===== src/rtl/dl_reg_rr_arb_if.sv =====
// Write-port bundle for the shared round-robin register.
// The master side holds the requesters; the slave side is the arbiter and its register.
interface dl_reg_rr_arb_if #(
   parameter int NUM_REQ  = 4,
   parameter int NUM_BITS = 32
);
   localparam int IDX_W = $clog2(NUM_REQ);

   logic [NUM_REQ-1:0]          req;
   logic [NUM_REQ-1:0]          lock;
   logic [NUM_REQ*NUM_BITS-1:0] wdata;
   logic [NUM_REQ-1:0]          gnt;
   logic [NUM_BITS-1:0]         q;
   logic                        q_upd;
   logic [IDX_W-1:0]            q_src;

   modport master (
      output req, lock, wdata,
      input  gnt, q, q_upd, q_src
   );

   modport slave (
      input  req, lock, wdata,
      output gnt, q, q_upd, q_src
   );
endinterface


===== src/rtl/dl_reg_rr_arb.sv =====
// Round-robin write arbiter in front of one shared register.
// One winner per cycle writes q at the next edge. A winner that also asserts lock
// may keep the port for up to MAX_HOLD consecutive grants.
module dl_reg_rr_arb #(
   parameter int                  NUM_REQ  = 4,
   parameter int                  NUM_BITS = 32,
   parameter logic [NUM_BITS-1:0] RST_VAL  = '0,
   parameter int                  MAX_HOLD = 4
) (
   input logic             clk,
   input logic             rst_n,
   dl_reg_rr_arb_if.slave  bus
);
   localparam int IDX_W = $clog2(NUM_REQ);
   localparam int HC_W  = $clog2(MAX_HOLD + 1);

   localparam logic [HC_W-1:0]  HOLD_MAX = HC_W'(MAX_HOLD);
   localparam logic [IDX_W-1:0] LAST_IDX = IDX_W'(NUM_REQ - 1);

   // Arbitration state
   logic [IDX_W-1:0]    ptr;
   logic [IDX_W-1:0]    owner;
   logic                locked;
   logic [HC_W-1:0]     hold_cnt;

   // Registered outputs
   logic [NUM_BITS-1:0] q_r;
   logic                q_upd_r;
   logic [IDX_W-1:0]    q_src_r;

   // Combinational selection
   logic                hold_case;
   logic                found;
   logic [IDX_W-1:0]    win;
   logic [IDX_W-1:0]    scan;
   logic [IDX_W-1:0]    ptr_nxt;
   logic [NUM_REQ-1:0]  gnt_c;

   // Select the winner: the locked owner while its burst lasts, otherwise the
   // first requester found scanning upward from ptr with wrap-around.
   always_comb begin
      // NOTE: every variable gets a default before any branch so no path leaves it
      // unassigned; a missing default here would infer a latch.
      hold_case = locked && bus.req[owner] && (hold_cnt < HOLD_MAX);
      found     = 1'b0;
      win       = ptr;
      scan      = ptr;
      if (hold_case) begin
         found = 1'b1;
         win   = owner;
      end else begin
         for (int i = 0; i < NUM_REQ; i++) begin
            scan = IDX_W'((int'(ptr) + i) % NUM_REQ);
            if (!found && bus.req[scan]) begin
               found = 1'b1;
               win   = scan;
            end
         end
      end
   end

   // One-hot grant, suppressed while reset is held.
   always_comb begin
      gnt_c = '0;
      if (rst_n && found) gnt_c[win] = 1'b1;
   end

   // The winner drops to lowest priority next cycle.
   assign ptr_nxt = (win == LAST_IDX) ? '0 : win + 1'b1;

   // Capture the winner's data and advance the arbitration state.
   always_ff @(posedge clk) begin
      // NOTE: sequential state uses non-blocking assignments only, and reset is
      // sampled on the clock edge (synchronous), so it lives inside this block.
      if (!rst_n) begin
         q_r      <= RST_VAL;
         q_upd_r  <= 1'b0;
         q_src_r  <= '0;
         ptr      <= '0;
         owner    <= '0;
         locked   <= 1'b0;
         hold_cnt <= '0;
      end else if (found) begin
         q_r      <= bus.wdata[int'(win)*NUM_BITS +: NUM_BITS];
         q_upd_r  <= 1'b1;
         q_src_r  <= win;
         ptr      <= ptr_nxt;
         owner    <= win;
         locked   <= bus.lock[win];
         hold_cnt <= hold_case ? hold_cnt + 1'b1 : HC_W'(1);
      end else begin
         q_upd_r  <= 1'b0;
         locked   <= 1'b0;
         hold_cnt <= '0;
      end
   end

   assign bus.gnt   = gnt_c;
   assign bus.q     = q_r;
   assign bus.q_upd = q_upd_r;
   assign bus.q_src = q_src_r;
endmodule


===== src/flat_wrapper.sv =====
// flat-port wrapper written by rule: the top's interface ports become plain ports
module dl_reg_rr_arb_flat 
#(
   parameter int                  NUM_REQ  = 4,
   parameter int                  NUM_BITS = 32,
   parameter logic [NUM_BITS-1:0] RST_VAL  = '0,
   parameter int                  MAX_HOLD = 4
)
  (clk, rst_n, bus_req, bus_lock, bus_wdata, bus_gnt, bus_q, bus_q_upd, bus_q_src);
  dl_reg_rr_arb_if #(.NUM_REQ(NUM_REQ), .NUM_BITS(NUM_BITS)) bus_i ();
  input logic clk;
  input logic rst_n;
  input wire logic [$bits(bus_i.req)-1:0] bus_req;
  input wire logic [$bits(bus_i.lock)-1:0] bus_lock;
  input wire logic [$bits(bus_i.wdata)-1:0] bus_wdata;
  output wire logic [$bits(bus_i.gnt)-1:0] bus_gnt;
  output wire logic [$bits(bus_i.q)-1:0] bus_q;
  output wire logic [$bits(bus_i.q_upd)-1:0] bus_q_upd;
  output wire logic [$bits(bus_i.q_src)-1:0] bus_q_src;
  assign bus_i.req = bus_req;
  assign bus_i.lock = bus_lock;
  assign bus_i.wdata = bus_wdata;
  assign bus_gnt = bus_i.gnt;
  assign bus_q = bus_i.q;
  assign bus_q_upd = bus_i.q_upd;
  assign bus_q_src = bus_i.q_src;
  dl_reg_rr_arb #(.NUM_REQ(NUM_REQ), .NUM_BITS(NUM_BITS), .RST_VAL(RST_VAL), .MAX_HOLD(MAX_HOLD)) u_core (.clk(clk), .rst_n(rst_n), .bus(bus_i));
endmodule

===== config.mk =====
export PLATFORM = sky130hd
export DESIGN_NAME = dl_reg_rr_arb_flat
export DESIGN_NICKNAME = d
export VERILOG_FILES = /design/src/rtl/dl_reg_rr_arb_if.sv /design/src/rtl/dl_reg_rr_arb.sv /design/src/flat_wrapper.sv
export SDC_FILE = /design/constraint.sdc
export NUM_CORES = 1
export LEC_CHECK = 0
export CAP_MARGIN = 20
export CORE_MARGIN = 4
export CORE_UTILIZATION = 37
export CTS_CLUSTER_DIAMETER = 150
export CTS_CLUSTER_SIZE = 10
export DETAILED_ROUTE_END_ITERATION = 8
export GPL_TIMING_DRIVEN = 0
export PLACE_DENSITY = 0.86
export REMOVE_ABC_BUFFERS = 1
export SETUP_SLACK_MARGIN = 0.2
export SYNTH_ARGS = -nofsm -noshare
export SYNTH_HDL_FRONTEND = slang
export SYNTH_SLANG_ARGS = --single-unit

===== constraint.sdc =====
create_clock -name clk -period 5.64 [get_ports clk]
set_clock_uncertainty 0.2 [all_clocks]
set_input_delay 1.128 -clock clk [delete_from_list [all_inputs] [get_ports clk]]
set_output_delay 1.128 -clock clk [all_outputs]
set_load 0.02 [all_outputs]

Word level (Yosys, flattened, before mapping)
Cells that the tools add are included.
{"block": "word_totals", "register_bits": 41, "latchBits": 0, "ram_bits": 0, "romBits": 0, "in_bits": 138, "output_inout_bits": 39, "elab_cells": 64, "n_memories": 0}
{"block": "classes", "n_addsub": 5, "mul": 0, "div": 0, "n_lt_le_gt_ge": 8, "n_eq_ne": 1, "n_shift": 1, "muxes": 30, "bitwise_logic": 0, "n_reduce_logical": 12}
{"operator": "128-bit by 8-bit indexed part select with 32-bit output", "n": 1}
{"operator": "2-bit by 3-bit < comparator with 1-bit output, second input constant", "n": 6}
{"operator": "1-bit 2-to-1 mux", "n": 17}
{"operator": "1-bit binary-select mux with 2-bit select", "n": 6}
{"operator": "2-bit 2-to-1 mux", "n": 5}
{"operator": "1-bit logical AND", "n": 7}
{"operator": "2-bit by 1-bit adder with 2-bit output, second input constant", "n": 2}
{"operator": "2-bit adder, second input constant", "n": 2}
{"operator": "4-bit 2-to-1 mux", "n": 1}
{"operator": "3-bit by 1-bit adder with 3-bit output, second input constant", "n": 1}
{"operator": "1-bit logical NOT", "n": 3}
{"operator": "3-bit < comparator, second input constant", "n": 1}
{"operator": "3-bit AND reduction", "n": 1}
{"operator": "1-bit demux with 2-bit select", "n": 1}
{"operator": "2-bit == test, second input constant", "n": 1}
{"operator": "2-bit by 1-bit greater-or-equal comparator with 1-bit output, second input constant", "n": 1}
{"operator": "2-bit AND reduction", "n": 1}

Depth between registers and ports, before layout
{"block": "logic_depth", "word_depth": 22, "mapped_depth": 8}

Worst setup path before layout
No wires, ideal clock.
{"block": "synth_timing", "kind": "input port to output port", "startpoint": "input bus_req[1]", "endpoint": "output bus_gnt[2]", "arrival_time_ns": 2.532, "required_ns": 4.312, "path_slack_ns": 1.780, "cell_stages": 8, "path_cell_list": "mux2i_1 or2_1 nand2_1 o32a_1 nand2b_1 buf_2 buf_2 nor2_1"}
{"block": "synth_between", "elab_chain_cells": 21, "word_cells_on_any_way": 37, "cone_classes": "2 x order compare; 25 x mux; 10 x reduce/logical"}
{"element": "start: declaration", "line": "flat_wrapper.sv:13", "source": "input wire logic [$bits(bus_i.req)-1:0] bus_req;"}
{"element": "1-bit binary-select mux with 2-bit select", "line": "dl_reg_rr_arb.sv:54", "source": "if (!found && bus.req[scan]) begin"}
{"element": "1-bit 2-to-1 mux (implied by the code)", "line": "dl_reg_rr_arb.sv:54"}
{"element": "1-bit 2-to-1 mux", "line": "dl_reg_rr_arb.sv:54"}
{"element": "1-bit 2-to-1 mux", "line": "dl_reg_rr_arb.sv:48", "source": "if (hold_case) begin"}
{"element": "1-bit logical NOT", "line": "dl_reg_rr_arb.sv:54"}
{"element": "1-bit logical AND", "line": "dl_reg_rr_arb.sv:54"}
{"element": "1-bit 2-to-1 mux", "line": "dl_reg_rr_arb.sv:54"}
{"element": "1-bit 2-to-1 mux", "line": "dl_reg_rr_arb.sv:48"}
{"element": "[... 5 more ...]"}
{"element": "1-bit logical AND", "line": "dl_reg_rr_arb.sv:54"}
{"element": "2-bit 2-to-1 mux", "line": "dl_reg_rr_arb.sv:54"}
{"element": "2-bit 2-to-1 mux", "line": "dl_reg_rr_arb.sv:48"}
{"element": "2-bit by 3-bit < comparator with 1-bit output (implied by the code) / 2-bit by 1-bit greater-or-equal comparator with 1-bit output (equally long branches)", "line": "dl_reg_rr_arb.sv:65", "source": "if (rst_n && found) gnt_c[win] = 1'b1;"}
{"element": "1-bit logical AND (implied by the code)", "line": "dl_reg_rr_arb.sv:65"}
{"element": "1-bit 2-to-1 mux (implied by the code)", "line": "dl_reg_rr_arb.sv:65"}
{"element": "1-bit demux with 2-bit select"}
{"element": "4-bit 2-to-1 mux (*)", "line": "dl_reg_rr_arb.sv:65"}
{"element": "end: declaration", "line": "flat_wrapper.sv:16", "source": "output wire logic [$bits(bus_i.gnt)-1:0] bus_gnt;"}
Every way passes the cells marked *; elsewhere a longest branch is shown, timed or not. The select of a mux whose other input is x is not followed.

Worst setup path after layout
{"block": "layout_timing", "startpoint": "input bus_req[0]", "endpoint": "output bus_gnt[3]"}
Same word-level chain as after synthesis.

==> metrics.yaml <==
status: "finished clean"
p_clk_frac: 0.111
pre_cts_ws_ns: 0.318
grt_overflow: 0
period_minus_slack_ns: 5.27
route.detailed.drc: 0
cts_max_level: 2
p_per_area_nw_per_um2: 392
ant_nets: 0
drive_above_1_share: 0.0410
path_buf_inv: 2
netlist_instances: 245
met1_usage: 0.220
final_cell_mix: "176 x clkdlybuf4s50_1, 69 x mux2i_1, 41 x dfxtp_1"
placed_area_um2: 4210
wl_per_cell_um: 16.3
drt_iter0_markers: 81
setup_viol: 0
rows: 29
p_leak_nw: 1.82
clk_latency_ns: 0.28
vias: 2563
final_common_cell: "clkdlybuf4s50_1"
async_reset_ff_frac: 0
seq_area_frac_synth: 0.339
cts-resized-gates: 0
synthTopCellsByArea: "dfxtp_1 34%, mux2i_1 29%, o221ai_1 12%"
crit_top_cell: "clkdlybuf4s50_1"
grt_pass1_vias: 2636
timing.reg2reg.setup_slack_ns: 2.79
cts_sinks: 41
synth.distinct_cells: 29
p_sw_frac: 0.380
netlist_area_um2: 2420
clockRootBuffer: "clkbuf_8"
hpwl_um: 6470
syn_avg_cell_area_um2: 9.89
worstHoldStart: "u_core.hold_cnt[0]$_SDFF_PN0_"
start_kind: "input pin"
internal-power_mw: 1.05
start_util: 0.381
drt-vias-per-instance: 5.21
combPwrFrac: 0.617
worstSetupStartpoint: "bus_req[0]"
clockBufferDepth: 2
cts_setup_buffers: 0
gp_congestion: 0.889
grt_util_met2: 0.343
syn_to_final_growth_pct: 77.6
min_path_type: "flip-flop to flip-flop"
io_buffers: 176
grt_max_degree: 36
cts_tree: "done"
finalCritPeriodShare: 0.935
arrival_ns: 3.95
cp-end-kind: "primary output"
cp_slowest_stage_delay_ns: 0.63
yosys.area.top_type_share: 0.339
layout.nets: 554
layout_setup_ws_ns: 0.365
die_x_um: 88.9
crit_required_ns: 4.31
fmax_ghz: 0.190
fin_util: 0.677
synth_warnings: 0
p_seq_frac: 0.272
timing.rr.start: "u_core.owner[1]$_SDFFE_PN0P_"
die_area_um2: 7900
track_usage: 0.196
num_antenna_cells: 0
ys_ff_latch: 41
use_met3: 0.0627
wirelength_um: 8020
antenna_found_initial: 0
worst_hold_slack_ns: 0.263
grt_first_pass_wirelength_um: 12200
synth_ff_type: "dfxtp_1"
drv_cap: 0
power_switching_mw: 0.642
critical_path_class: "input pin to primary output"
critPathMaxFanout: 35
grt_busiest_layer: "met2"
timing_max_transition_violations_final: 0
holdBufCountCts: 0
clkTransAtPathRegs_ns: 0.07
worstMarginPinSlew_ns: 0.840
critical_path.cell_chain: "clkdlybuf4s50_1, mux2i_1, or2_1, nand2_1, o32a_1, nand2b_2, nor2_1, clkdlybuf4s50_1"
crit_path_top_delay_cell: "clkdlybuf4s50_1"
slew_headroom: 0.438
cts_buffers: 5
synth-edff-count: 0
worst_ir_drop_vdd_mv: 0.332
ioPinCount: 177
yosysTopAreaCell: "dfxtp_1"
final_cell_area_um2: 4300
core_area_um2: 6350
critical-path-top-delay-family: "buffers and inverters"
die_h_um: 88.9
power_mw: 1.69
dr.pass1.iters: 4
final_hold_viol_count: 0
rsz0062_at_grt: "yes"
==> power by group through the flow <==
stage	clock (mW)	combinational (mW)	sequential, mW
floorplan	0	0.475	0.573
global placement	0	0.985	0.458
detailed placement	0	1.05	0.463
CTS	0.194	1.05	0.459
global route	0.206	1.11	0.475
finish	0.188	1.04	0.459
==> Yosys cell counts (all sizes together) (2+ instances only) <==
| library cell | n |
|---|---|
| nand2b | 4 |
| o221ai | 32 |
| buf | 12 |
| clkbuf | 6 |
| nor2 | 11 |
| a21boi | 2 |
| dfxtp | 41 |
| mux2i | 69 |
| and3 | 2 |
| inv | 2 |
| nand2 | 39 |
| nand3 | 2 |
| o22ai | 2 |
| a21oi | 7 |
| o21ai | 4 |
==> cell type report <==
cell class              instances  area, um2
clock buffers                   7       86.3
fillers                       500       2050
inverters                       2       7.51
multi-input cells             184       1400
flip-flops and latches         41        821
well taps                      77       96.3
repair buffers                181       1890
==> sequential cells by signal (all words and copies together) (netlist names) <==
name,count
u_core.bus.q,32
u_core.ptr,2
u_core.bus.q_upd,1
u_core.owner,2
u_core.hold_cnt,3
u_core.locked,1
==> routing by layer <==
layer	up-vias	wire length [um]
li1	1265	-
met1	1179	3020
met2	105	4130
met3	14	676
met4	0	196
met5	-	0
==> metrics by stage <==
step	std cells	TNS [ns]
finish	492	0
floorplan	227	0
detailed placement	485	0
global placement	480	-1.42
global route	492	0
CTS	492	0
==> final timing paths <==
check                                  end  cells after the start
max                             bus_gnt[3]                      8
min          u_core.hold_cnt[0]$_SDFF_PN0_                      1
max reg2reg  u_core.bus.q[19]$_SDFFE_PN0P_                      7
min reg2reg  u_core.hold_cnt[0]$_SDFF_PN0_                      1
==> cell families after synthesis <==
family | after synthesis | share of synthesized area
DFF | 41 | 0.339
AOI/OAI and AO/OA | 51 | 0.174
muxes | 69 | 0.285
xor gates and xnor gates | 1 | 0.00362
and+or+nand+nor | 62 | 0.108
adders and majority gates | 1 | 0.00516
buffers and inverters | 20 | 0.0847
Power figures use the tool's default switching activity.
